$ cat src/rtl/pipe_pkg.sv
`default_nettype none
// ============================================================================
// Module      : pipe_pkg
// Description : Shared definitions for the inter-stage pipeline register.
//               Holds the skid-mode state encoding, default field widths and
//               the per-stage layout of the packed data payload.
//               Optional feature macro used by the family: PIPE_SKID_EN.
// Revision    : 1.0 - initial release
// ============================================================================
package pipe_pkg;

    // Occupancy of a skid-mode stage: nothing held, one beat on the outputs,
    // or one beat on the outputs plus one parked in the skid entry.
    typedef enum logic [1:0] {
        EMPTY = 2'd0,
        FULL  = 2'd1,
        SKID  = 2'd2
    } pipe_state_e;

    localparam int PIPE_CTRL_W = 8;
    localparam int PIPE_DATA_W = 96;
    localparam int PIPE_PC_W   = 32;
    localparam int PIPE_CNT_W  = 16;

    // Row index of the payload layout table.
    typedef enum logic [1:0] {
        STG_IFID  = 2'd0,
        STG_IDEX  = 2'd1,
        STG_EXMEM = 2'd2,
        STG_MEMWB = 2'd3
    } pipe_stage_e;

    // Column index of the payload layout table.
    localparam int PIPE_F_OPA = 0;  // instruction word / operand A / ALU result
    localparam int PIPE_F_OPB = 1;  // return PC / operand B / store data
    localparam int PIPE_F_AUX = 2;  // immediate / return PC (low 27 bits)
    localparam int PIPE_F_RD  = 3;  // destination register index (5 bits)

    // Bit offset of each field inside in_data_i, one row per stage boundary.
    // Fields a stage does not carry still get an offset so the table stays
    // rectangular; instantiators simply leave those bits at zero.
    localparam int unsigned PIPE_FIELD_OFF [4][4] = '{
        '{0, 32, 64, 91},   // IF/ID
        '{0, 32, 64, 91},   // ID/EX
        '{0, 32, 64, 91},   // EX/MEM
        '{0, 32, 64, 91}    // MEM/WB
    };

    // Offset lookup for instantiators packing the payload.
    function automatic int unsigned pipe_field_off(input pipe_stage_e stg,
                                                   input int          fld);
        return PIPE_FIELD_OFF[stg][fld];
    endfunction

endpackage
`default_nettype wire

$ cat src/rtl/pipe_skid_buf.sv
`default_nettype none
// ============================================================================
// Module      : pipe_skid_buf
// Description : One-entry skid buffer and occupancy FSM for pipe_stage_reg.
//               Built only when PIPE_SKID_EN is defined. It tells the parent
//               when to load its output register and from where (incoming
//               beat or skid entry); the parent owns the output register.
// Ports       : clk_i, rst_i, flush_i   - clock, sync reset, squash
//               in_valid_i, in_beat_i   - upstream beat {ctrl,data,pc}
//               in_ready_o              - registered ready (plus flush)
//               out_ready_i             - downstream consumes held beat
//               out_valid_o             - output register holds a beat
//               load_o, load_beat_o     - load request for output register
// Revision    : 1.0 - initial release
// ============================================================================
module pipe_skid_buf
    import pipe_pkg::*;
#(
    parameter int W = 136
) (
    input  logic         clk_i,
    input  logic         rst_i,
    input  logic         flush_i,
    input  logic         in_valid_i,
    input  logic [W-1:0] in_beat_i,
    output logic         in_ready_o,
    input  logic         out_ready_i,
    output logic         out_valid_o,
    output logic         load_o,
    output logic [W-1:0] load_beat_o
);

    pipe_state_e  state_q, state_d;
    logic [W-1:0] skid_q, skid_d;
    logic         w_accept;
    logic         w_consume;

    // Ready depends only on state; flush forces it high so upstream can
    // drain its squashed beat in the same cycle.
    assign in_ready_o  = (state_q != SKID) | flush_i;
    assign out_valid_o = (state_q != EMPTY);
    assign w_accept    = in_valid_i & (state_q != SKID) & ~flush_i;
    assign w_consume   = out_valid_o & out_ready_i;

    always_comb begin
        state_d     = state_q;
        skid_d      = skid_q;
        load_o      = 1'b0;
        load_beat_o = in_beat_i;
        if (flush_i) begin
            state_d = EMPTY;
        end else begin
            case (state_q)
                EMPTY: begin
                    if (w_accept) begin
                        load_o  = 1'b1;
                        state_d = FULL;
                    end
                end
                FULL: begin
                    if (w_accept && w_consume) begin
                        load_o = 1'b1;
                    end else if (w_accept) begin
                        // Downstream stalled: park the beat instead.
                        skid_d  = in_beat_i;
                        state_d = SKID;
                    end else if (w_consume) begin
                        state_d = EMPTY;
                    end
                end
                SKID: begin
                    if (w_consume) begin
                        load_o      = 1'b1;
                        load_beat_o = skid_q;
                        state_d     = FULL;
                    end
                end
                default: state_d = EMPTY;
            endcase
        end
    end

    always_ff @(posedge clk_i) begin
        if (rst_i) begin
            state_q <= EMPTY;
            skid_q  <= '0;
        end else begin
            state_q <= state_d;
            skid_q  <= skid_d;
        end
    end

endmodule
`default_nettype wire

$ cat src/rtl/pipe_stage_reg.sv
`default_nettype none
// ============================================================================
// Module      : pipe_stage_reg
// Description : Reusable inter-stage pipeline register with valid/ready
//               handshake, synchronous flush, bubble insertion (control field
//               cleared whenever no beat is held) and a saturating stall
//               counter for trace.
//               PIPE_SKID_EN defined   : one-entry skid buffer, registered
//                                        in_ready_o.
//               PIPE_SKID_EN undefined : single register, combinational
//                                        in_ready_o.
// Ports       : clk_i, rst_i, flush_i                - clock, reset, squash
//               in_valid_i/in_ready_o                - upstream handshake
//               in_ctrl_i, in_data_i, in_pc_i        - upstream beat
//               out_valid_o/out_ready_i              - downstream handshake
//               out_ctrl_o, out_data_o, out_pc_o     - held beat
//               stall_cnt_o                          - stalled-cycle count
// Revision    : 1.0 - initial release
// ============================================================================
module pipe_stage_reg
    import pipe_pkg::*;
#(
    parameter int CTRL_W = PIPE_CTRL_W,
    parameter int DATA_W = PIPE_DATA_W,
    parameter int PC_W   = PIPE_PC_W,
    parameter int CNT_W  = PIPE_CNT_W
) (
    input  logic              clk_i,
    input  logic              rst_i,
    input  logic              flush_i,
    input  logic              in_valid_i,
    output logic              in_ready_o,
    input  logic [CTRL_W-1:0] in_ctrl_i,
    input  logic [DATA_W-1:0] in_data_i,
    input  logic [PC_W-1:0]   in_pc_i,
    output logic              out_valid_o,
    input  logic              out_ready_i,
    output logic [CTRL_W-1:0] out_ctrl_o,
    output logic [DATA_W-1:0] out_data_o,
    output logic [PC_W-1:0]   out_pc_o,
    output logic [CNT_W-1:0]  stall_cnt_o
);

    localparam int BEAT_W = CTRL_W + DATA_W + PC_W;

    logic [BEAT_W-1:0] w_in_beat;
    logic [BEAT_W-1:0] w_load_beat;
    logic              w_load;
    logic              w_out_valid;
    logic              w_consume;
    logic              w_stall;

    logic [CTRL_W-1:0] ctrl_q, ctrl_d;
    logic [DATA_W-1:0] data_q, data_d;
    logic [PC_W-1:0]   pc_q,   pc_d;
    logic [CNT_W-1:0]  cnt_q,  cnt_d;

    assign w_in_beat = {in_ctrl_i, in_data_i, in_pc_i};

`ifdef PIPE_SKID_EN
    pipe_skid_buf #(
        .W (BEAT_W)
    ) u_skid (
        .clk_i       (clk_i),
        .rst_i       (rst_i),
        .flush_i     (flush_i),
        .in_valid_i  (in_valid_i),
        .in_beat_i   (w_in_beat),
        .in_ready_o  (in_ready_o),
        .out_ready_i (out_ready_i),
        .out_valid_o (w_out_valid),
        .load_o      (w_load),
        .load_beat_o (w_load_beat)
    );
`else
    logic valid_q, valid_d;
    logic w_accept;

    // Room exists when empty or when the held beat leaves this cycle.
    assign in_ready_o  = flush_i | ~valid_q | out_ready_i;
    assign w_accept    = in_valid_i & in_ready_o & ~flush_i;
    assign w_load      = w_accept;
    assign w_load_beat = w_in_beat;
    assign w_out_valid = valid_q;

    always_comb begin
        valid_d = valid_q;
        if (flush_i) begin
            valid_d = 1'b0;
        end else if (w_accept) begin
            valid_d = 1'b1;
        end else if (valid_q && out_ready_i) begin
            valid_d = 1'b0;
        end
    end

    always_ff @(posedge clk_i) begin
        if (rst_i) begin
            valid_q <= 1'b0;
        end else begin
            valid_q <= valid_d;
        end
    end
`endif

    assign w_consume = w_out_valid & out_ready_i;
    assign w_stall   = w_out_valid & ~out_ready_i & ~flush_i;

    // Control is cleared whenever the stage goes empty so downstream never
    // sees write enables on a bubble; data and PC keep their last values.
    always_comb begin
        ctrl_d = ctrl_q;
        data_d = data_q;
        pc_d   = pc_q;
        if (flush_i) begin
            ctrl_d = '0;
        end else if (w_load) begin
            {ctrl_d, data_d, pc_d} = w_load_beat;
        end else if (w_consume) begin
            ctrl_d = '0;
        end
    end

    always_comb begin
        cnt_d = cnt_q;
        if (w_stall && (cnt_q != {CNT_W{1'b1}})) begin
            cnt_d = cnt_q + {{(CNT_W-1){1'b0}}, 1'b1};
        end
    end

    always_ff @(posedge clk_i) begin
        if (rst_i) begin
            ctrl_q <= '0;
            data_q <= '0;
            pc_q   <= '0;
            cnt_q  <= '0;
        end else begin
            ctrl_q <= ctrl_d;
            data_q <= data_d;
            pc_q   <= pc_d;
            cnt_q  <= cnt_d;
        end
    end

    assign out_valid_o = w_out_valid;
    assign out_ctrl_o  = ctrl_q;
    assign out_data_o  = data_q;
    assign out_pc_o    = pc_q;
    assign stall_cnt_o = cnt_q;

endmodule
`default_nettype wire

$ cat config.mk
export PLATFORM = sky130hd
export DESIGN_NAME = pipe_stage_reg
export DESIGN_NICKNAME = d
export VERILOG_FILES = /design/src/rtl/pipe_pkg.sv /design/src/rtl/pipe_skid_buf.sv /design/src/rtl/pipe_stage_reg.sv
export SDC_FILE = /design/constraint.sdc
export NUM_CORES = 1
export LEC_CHECK = 0
export CORE_UTILIZATION = 39
export CTS_CLUSTER_DIAMETER = 100
export DETAILED_ROUTE_END_ITERATION = 16
export GPL_TIMING_DRIVEN = 1
export HOLD_SLACK_MARGIN = 0.05
export PLACE_DENSITY = 0.8
export SLEW_MARGIN = 30
export SYNTH_ARGS = -nofsm -noshare
export SYNTH_HDL_FRONTEND = slang
export SYNTH_HIERARCHICAL = 1
export SYNTH_SLANG_ARGS = --single-unit
$ cat constraint.sdc
create_clock -name clk_i -period 2.4 [get_ports clk_i]
set_clock_uncertainty 0.2 [all_clocks]
set_input_delay 0.24 -clock clk_i [delete_from_list [all_inputs] [get_ports clk_i]]
set_output_delay 0.24 -clock clk_i [all_outputs]
set_load 0.1 [all_outputs]
After elaboration in Yosys (flattened, before gate mapping)

Index checks and enable logic that the tools add are counted.

Reductions and logical operators: 6
Bitwise logic cells: 10
Equal/unequal tests: 1
$add $sub $neg: 1
Multiplexer cells: 4

Operators by type and width:

| cell                  | number |
|---|---|
| $add 16x1->16 const B | 1 |
| $mux 8                | 2 |
| $ne 16x16->1 const B  | 1 |
| $and 1x1->1           | 5 |
| $reduce_bool 2->1     | 2 |
| $not 1->1             | 3 |
| $logic_and 1x1->1     | 2 |
| $mux 1                | 2 |
| $or 1x1->1            | 2 |
| $reduce_and 2->1      | 1 |
| $reduce_or 2->1       | 1 |

Output and inout port bits: 154
Logic and storage cells: 27
Input port bits: 141
Register bits: 153

Longest topological paths before layout

Gate-level depths: netlist of the first run.

Word-level depth: 6
Mapped depth: 7

Worst setup path before layout of the first run

Ideal clock, no wire load.

Path kind: flip-flop to flip-flop
Start: register valid_q (netlist: out_valid_o)
End: register cnt_q[6] (netlist: stall_cnt_o[6])
Data required time: 2038 ps
Cell stages (with the launch flop): 7
Path buffers: 1
Period minus slack after synthesis: 3280 ps
Setup time: 162 ps
Data arrival time: 2917 ps
Setup slack: -880 ps
Cells stage by stage: dfxtp_1 -> nor3b_4 -> inv_2 -> clkbuf_1 -> or2_2 -> o311ai_0 -> o41ai_1

Longest elaborated chain between the ends: 3

Ends and longest elaborated chain:

| what                      | RTL line              | RTL |
|---|---|---|
| start: declaration        | pipe_stage_reg.sv:76  | `logic valid_q, valid_d;` |
| start signal: assignment  | pipe_stage_reg.sv:101 | `valid_q <= valid_d;` |
| $and 1x1->1 (2 in series) | pipe_stage_reg.sv:107 | `assign w_stall = w_out_valid & ~out_ready_i & ~flush_i;` |
| $logic_and 1x1->1         | pipe_stage_reg.sv:126 | `if (w_stall && (cnt_q != {CNT_W{1'b1}})) begin` |
| end signal: assignment    | pipe_stage_reg.sv:141 | `cnt_q <= cnt_d;` |
| end: declaration          | pipe_stage_reg.sv:56  | `logic [CNT_W-1:0] cnt_q, cnt_d;` |

Every way passes these cells.
A chain may end at the register's enable or synchronous reset.

Final worst setup path of the first run

Start: register cnt_q[2] (netlist: stall_cnt_o[2])
End: register cnt_q[15] (netlist: stall_cnt_o[15])

Longest elaborated chain between the ends: 2
Elaborated cells on any way between the ends: 3
Classes of those cells: 1 x add/sub; 1 x eq/ne; 1 x reduce/logical

Ends and longest elaborated chain:

| what |
|---|
| branches (longest 2 deep; another with $add 16x1->16) |

Parallel ways; which one is timed is not known.

==> results of run 1 <==
cells in the mapped netlist (all sizes together), types with 3 or more instances:
library cell / instances
nand2: 269
dfxtp: 153
a21oi: 146
clkbuf: 46
nand3: 13
nor2: 8
nand4: 6
o21ai: 6
or3: 6
nor4: 4
o31ai: 4
or4: 4
buf: 3
nor2b: 3
nor3b: 3
or2: 3
report_power, final:
group / internal (uW) / switching [uW]
clock network: 1890 / 1060
registers: 2640 / 52.5
logic: 425 / 1020
total: 4950 / 2140
worst register-to-register path, cell delays in order, from the launching register on:
cell and delay [ns]:
dfxtp_2 0.38, and4_1 0.31, or4b_4 0.51, or4_1 0.48, a21oi_1 0.14
flip-flops by register name, summed over array words and instances (netlist names):
| register | count |
|---|---|
| out_data_o | 96 |
| out_pc_o | 32 |
| stall_cnt_o | 16 |
| out_ctrl_o | 8 |
| out_valid_o | 1 |
area by class of cell:
class	count	area [um^2]
tap	176	220
fill	1125	4420
sequential	153	3090
clock inverter	13	218
inverter	2	7.51
multi-input combinational	490	2230
timing repair buffer	316	2820
clock buffer	19	443
through the flow:
| step | power, uW | TNS, ns | hold slack (ns) | setup slack, ns | instances |
|---|---|---|---|---|---|
| after global routing | 7340 | 0 | 0.160 | 0.210 | 1169 |
| after detailed placement | 4200 | -0.130 | 0.247 | -0.0697 | 1136 |
| final | 7100 | 0 | 0.160 | 0.321 | 1169 |
| after CTS | 7150 | 0 | 0.150 | 0.316 | 1169 |
| after global placement | 4190 | -0.0536 | 0.242 | -0.0536 | 1136 |
| after floorplan | 3710 | 0 | 0.159 | 0.00539 | 694 |
routing by layer:
metal	global-route usage	share of wire
met2	0.395	0.48
met4	0.0957	0.023
met5	0	0
met1	0.262	0.40
met3	0.0873	0.097
what timing repair did:
action / CTS / global route
hold endpoints to repair: 14 / 0
endpoints found under the setup margin: 0 / 0
hold buffers: 1 / 0
resized for setup: 0 / 0
how the worst max path moves through the flow:
stage	endpoint	slack, ns	cells past startpoint
floorplan	stall_cnt_o[15]	0.005	4
global placement	stall_cnt_o[15]	-0.05	6
detailed placement	stall_cnt_o[15]	-0.07	6
CTS	stall_cnt_o[15]	0.32	4
global route	stall_cnt_o[15]	0.21	4
finish	stall_cnt_o[15]	0.32	4
logic make-up (layout without fill, tap and decap cells):
family / count (synthesis) / count (layout) / share of synthesized area
compound gates: 163 / 163 / 0.154
buf+inv: 51 / 350 / 0.0349
fa+ha+maj: 1 / 1 / 0.00228
mux: 1 / 1 / 0.00206
flops: 153 / 153 / 0.559
simple gates: 325 / 325 / 0.247
==> Flow_metrics.wiki, run 1 <==
{| class="wikitable"
! Metric !! Value
|-
| Reg2reg path depth || 4
|-
| Area fraction of the dominant cell type after synthesis || 0.559
|-
| Clk slew on worst S/H paths || 0.06 ns
|-
| Most used flip-flop cell after synthesis || dfxtp_1
|-
| Min cycle time layout || 2.08 ns
|-
| Largest net degree at the start of global routing || 79
|-
| Synth Area per Inst || 7.89 um^2
|-
| Number of global-route vias before repair || 5372
|-
| Highest clock frequency the design can meet || 481 MHz
|-
| Worst-case vdd ir drop || 0.607 mV
|-
| Die Span Y || 121 um
|-
| Nets || 1122
|-
| Part of the Yosys area used for sequential elements || 0.559
|-
| Cell area after placement || 8360 um^2
|-
| Sequence of cells on the critical path || and4_1 > or4b_4 > or4_1 > a21oi_1
|-
| Buffer levels on the longest clock path || 2
|-
| Initial drt markers || 346
|-
| Sink of the worst hold path || out_data_o[3]
|-
| Clock latency on the worst-skew pair || 0.41 ns
|-
| Type of destination of the critical path || register
|-
| Via density per instance || 4.86
|-
| Remaining global-route overflow || 0
|-
| Layout overhead on the synthesized area || 64.8%
|-
| Final-report hold violation count || 0
|-
| Ranking of synthesized cells by area || dfxtp_1 56%, nand2_1 18%, a21oi_1 13%
|-
| Total Routed Length || 16900 um
|-
| Final Core Density || 0.671
|-
| Yosys warning count || 6
|-
| Die span in x || 121 um
|-
| Number of setup violations in the final report || 0
|-
| Layout cell share with drive strength beyond 1 || 0.235
|-
| Max Transition Viols Final || 0
|-
| Result of the run || finished, final reports clean
|-
| Diodes inserted || 0
|-
| Post-synth EDFFs || 0
|-
| Syn Nets || 836
|-
| Area inside the core boundary || 13500 um^2
|-
| HPWL after DPL || 11700 um
|-
| Launch point of the worst hold path || in_data_i[3]
|-
| CTS H-Tree Depth || 4
|-
| Crit-path max FO || 7
|-
| Number of setup buffers added after CTS || 0
|-
| TritonCTS clock tree || done
|-
| Clock tree sinks || 153
|-
| Gpl congestion || 0.809
|-
| Flip-flop and latch count after synthesis || 153
|-
| Number of antenna violations at the first check in global routing || 0
|-
| Launching point of the worst reg2reg path || stall_cnt_o[2]
|-
| Leading cell type in the layout, fill and taps excluded || nand2_1
|-
| Leakage dissipation || 0.00364 uW
|-
| Slowest cell on the critical path || or4b_4
|-
| Cell area after synthesis || 5480 um^2
|-
| WP data arrival || 2.22 ns
|-
| Cell at the root of the clock tree || clkbuf_16
|-
| Worst hold path cell count || 3
|-
| Vias after detailed routing || 5677
|-
| Top library cells by usage in the layout, fill and taps aside || 269 x nand2_1, 168 x buf_4, 146 x a21oi_1, 139 x clkdlybuf4s50_1, 136 x dfxtp_1
|-
| Post-synthesis instance total || 694
|-
| Slew Limit Headroom || 0.645
|-
| Worst Path Required || 2.54 ns
|-
| Crit path from || stall_cnt_o[2]
|-
| Number of buffers created by CTS || 17
|-
| Worst setup path category || register to register
|-
| Unique cell type count in the Yosys netlist || 32
|-
| Fin area || 9030 um^2
|-
| Unrepaired setup endpoints after global routing || false
|-
| Area enclosed by the die boundary || 14500 um^2
|-
| Class of the tightest hold or removal check || input pin to register
|-
| Initial Util || 0.407
|-
| Number of max-cap violations || 0
|-
| Input/output buffers || 294
|-
| Aggregate global-route resource usage || 0.233
|-
| Total DRC errors in the routed layout || 0
|-
| Maximum single-stage delay on the critical path || 0.51 ns
|-
| Rows || 42
|-
| Post-synth ARST share || 0
|-
| Final critical-path share of the clock period || 0.866
|-
| Top Family by Delay on Critical Path || simple AND/OR/NAND/NOR gates
|-
| Ports placed on the boundary || 295
|-
| Tightest Pin Transition || 0.533 ns
|-
| Global-route wire length before repair || 26600 um
|-
| Count of nets left with antenna violations after detail routing || 0
|-
| Startpoint class of the critical path || register
|-
| Count of TritonRoute iterations in the first routing pass || 4
|-
| Buffer and inverter count on the worst path || 0
|-
| Area leader, netlist || dfxtp_1
|-
| PD cells || 786 nW/um^2
|-
| Register-to-register setup slack || 0.32 ns
|-
| Wire length per cell || 14.5 um
|-
| R2R Path End || stall_cnt_o[15]
|}
Note: power is estimated with default switching activity, not from simulation.
==> run 2, diff against run 1 <==
--- a/config.mk
+++ b/config.mk
@@ -11,6 +11,7 @@
 export GPL_TIMING_DRIVEN = 1
 export HOLD_SLACK_MARGIN = 0.05
 export PLACE_DENSITY = 0.8
+export SKIP_CTS_REPAIR_TIMING = 1
 export SLEW_MARGIN = 30
 export SYNTH_ARGS = -nofsm -noshare
 export SYNTH_HDL_FRONTEND = slang
==> run 2 against run 1 <==
Register-to-register slack hardly changed. Final cell count stayed put. First-iteration DRC count stayed put. Power hardly changed. Sequential cell count stayed put. Maximum frequency hardly changed. Via count is 0.48% lower. Global-route usage hardly changed. Die area stayed put. Worst setup slack better by 0.0019 ns. Clock-buffer cell count stayed put. Highest routed layer unchanged.
==> Flow_metrics.wiki, run 2 (same netlist as run 1, synthesis figures left out) <==
{| class="wikitable"
! Metric !! Value
|-
| Result of the run || finished, final reports clean (unchanged)
|-
| Crit-path max FO || 7 (unchanged)
|-
| Register share of total power || 0.380 (about the same)
|-
| TritonCTS clock tree || done (unchanged)
|-
| Register-to-register setup slack || 0.32 ns (about the same)
|-
| Switching power summed over all nets || 2140 uW (about the same)
|-
| Share of power burned in the clock network || 0.416 (about the same)
|-
| HPWL after DPL || 11700 um (unchanged)
|-
| Unrepaired setup endpoints after global routing || false (unchanged)
|-
| Layout cell share with drive strength beyond 1 || 0.235 (unchanged)
|-
| Count of nets left with antenna violations after detail routing || 0 (unchanged)
|-
| Launching point of the worst reg2reg path || stall_cnt_o[2] (unchanged)
|-
| Die Span Y || 121 um (unchanged)
|-
| Sink of the worst hold path || out_data_o[3] (unchanged)
|-
| Top Family by Delay on Critical Path || simple AND/OR/NAND/NOR gates (unchanged)
|-
| Number of max-cap violations || 0 (unchanged)
|-
| Reg2reg path depth || 4 (unchanged)
|-
| Worst setup path category || register to register (unchanged)
|-
| Min cycle time layout || 2.08 ns (about the same)
|-
| R2R Path End || stall_cnt_o[15] (unchanged)
|-
| Fin area || 9030 um^2 (unchanged)
|-
| Aggregate global-route resource usage || 0.233 (about the same)
|-
| Clock latency on the worst-skew pair || 0.41 ns (about the same)
|-
| PD cells || 785 nW/um^2 (was 786 nW/um^2)
|-
| Nets || 1122 (unchanged)
|-
| Cell area after placement || 8360 um^2 (unchanged)
|-
| Buffer levels on the longest clock path || 2 (unchanged)
|-
| Gpl congestion || 0.809 (unchanged)
|-
| Final critical-path share of the clock period || 0.865 (was 0.866)
|-
| Cell at the root of the clock tree || clkbuf_16 (unchanged)
|-
| Pre-CTS setup slack || -0.0697 ns (unchanged)
|-
| Sequence of cells on the critical path || and4_1 > or4b_4 > or4_1 > a21oi_1 (unchanged)
|-
| Worst Path Required || 2.54 ns (about the same)
|-
| Leakage dissipation || 0.00364 uW (unchanged)
|-
| Layout overhead on the synthesized area || 64.8% (unchanged)
|-
| Internal power || 4960 uW (was 4950 uW)
|-
| Worst hold path cell count || 3 (unchanged)
|-
| Clk slew on worst S/H paths || 0.06 ns (about the same)
|-
| Combinational share of power || 0.204 (about the same)
|-
| Top library cells by usage in the layout, fill and taps aside || 269 x nand2_1, 168 x buf_4, 146 x a21oi_1, 139 x clkdlybuf4s50_1, 136 x dfxtp_1 (unchanged)
|-
| Class of the tightest hold or removal check || input pin to register (unchanged)
|-
| Final worst slack || 0.323 ns (was 0.321 ns)
|-
| Initial Util || 0.407 (unchanged)
|-
| WP data arrival || 2.22 ns (about the same)
|-
| Rows || 42 (unchanged)
|-
| Initial drt markers || 346 (unchanged)
|-
| Final Core Density || 0.671 (unchanged)
|-
| Remaining global-route overflow || 0 (unchanged)
|-
| Number of global-route vias before repair || 5367 (was 5372)
|-
| Area enclosed by the die boundary || 14500 um^2 (unchanged)
|-
| Total Routed Length || 16900 um (about the same)
|-
| Final-report hold violation count || 0 (unchanged)
|-
| Ports placed on the boundary || 295 (unchanged)
|-
| Highest clock frequency the design can meet || 482 MHz (was 481 MHz)
|-
| Buffer and inverter count on the worst path || 0 (unchanged)
|-
| Startpoint class of the critical path || register (unchanged)
|-
| Slowest cell on the critical path || or4b_4 (unchanged)
|-
| Diodes inserted || 0 (unchanged)
|-
| Max Transition Viols Final || 0 (unchanged)
|-
| Worst-case vdd ir drop || 0.607 mV (about the same)
|-
| Leading cell type in the layout, fill and taps excluded || nand2_1 (unchanged)
|-
| Count of TritonRoute iterations in the first routing pass || 4 (unchanged)
|-
| Clock tree sinks || 153 (unchanged)
|-
| Maximum single-stage delay on the critical path || 0.51 ns (about the same)
|-
| CTS H-Tree Depth || 4 (unchanged)
|-
| Share of total power consumed by net switching || 0.301 (was 0.302)
|-
| Number of buffers created by CTS || 17 (unchanged)
|-
| Max FFs per register || 96 (unchanged)
|-
| Tightest Pin Transition || 0.529 ns (was 0.533 ns)
|-
| Die span in x || 121 um (unchanged)
|-
| Slew Limit Headroom || 0.647 (was 0.645)
|-
| Number of antenna violations at the first check in global routing || 0 (unchanged)
|-
| Largest net degree at the start of global routing || 79 (unchanged)
|-
| Input/output buffers || 294 (unchanged)
|-
| Area inside the core boundary || 13500 um^2 (unchanged)
|-
| Total DRC errors in the routed layout || 0 (unchanged)
|-
| Type of destination of the critical path || register (unchanged)
|-
| Vias after detailed routing || 5650 (was 5677)
|-
| Global-route wire length before repair || 26600 um (about the same)
|-
| Wire length per cell || 14.4 um (was 14.5 um)
|-
| Hold WS || 0.168 ns (was 0.160 ns)
|-
| Via density per instance || 4.83 (was 4.86)
|-
| Overall power of the completed layout || 7090 uW (was 7100 uW)
|-
| Launch point of the worst hold path || in_data_i[3] (unchanged)
|-
| Number of setup violations in the final report || 0 (unchanged)
|}
run 2: cell counts in the layout (fill, tap and decap cells not counted):
No cell type changed its count.
run 2: stage by stage:
step,setup TNS (ns),instances
finish,0,1169
global route,0,1169
CTS,0,1168
detailed placement,-0.130,1136
global placement,-0.0536,1136
floorplan,0,694
run 2: worst register-to-register path: cells and delay by family (launching register included):
family	cells	cell delay (ns)
AO/OA/AOI/OAI	1	0.14
flip-flops	1	0.38
AND/OR/NAND/NOR	3	1.29
run 2: power by group through the flow:
stage,Combinational (uW),Clock (uW),Sequential (uW)
floorplan,221,0,3490
global placement,1440,0,2750
detailed placement,1450,0,2750
CTS,1450,3000,2700
global route,1510,3130,2710
finish,1450,2950,2700
run 2: cell type report:
class | instances | area [um^2]
clock buffer | 19 | 443
clock inverter | 13 | 218
timing repair buffer | 316 | 2820
tap | 176 | 220
fill | 1124 | 4420
sequential | 153 | 3090
multi-input combinational | 490 | 2230
inverter | 2 | 7.51
run 2: worst max-delay path by stage:
stage	cells after the start	from	endpoint	slack, ns
floorplan	4	stall_cnt_o[4]	stall_cnt_o[15]	0.005
global placement	6	flush_i	stall_cnt_o[15]	-0.05
detailed placement	6	flush_i	stall_cnt_o[15]	-0.07
CTS	4	stall_cnt_o[2]	stall_cnt_o[15]	0.32
global route	4	stall_cnt_o[2]	stall_cnt_o[15]	0.21
finish	4	stall_cnt_o[2]	stall_cnt_o[15]	0.32
run 2: metal layers:
layer / GRT usage / part of all wire / vias to the layer above
met5: 0 / 0 / -
met4: 0.0957 / 0.026 / 0
met3: 0.0873 / 0.097 / 29
met2: 0.395 / 0.48 / 224
met1: 0.262 / 0.40 / 2533
li1: - / - / 2864
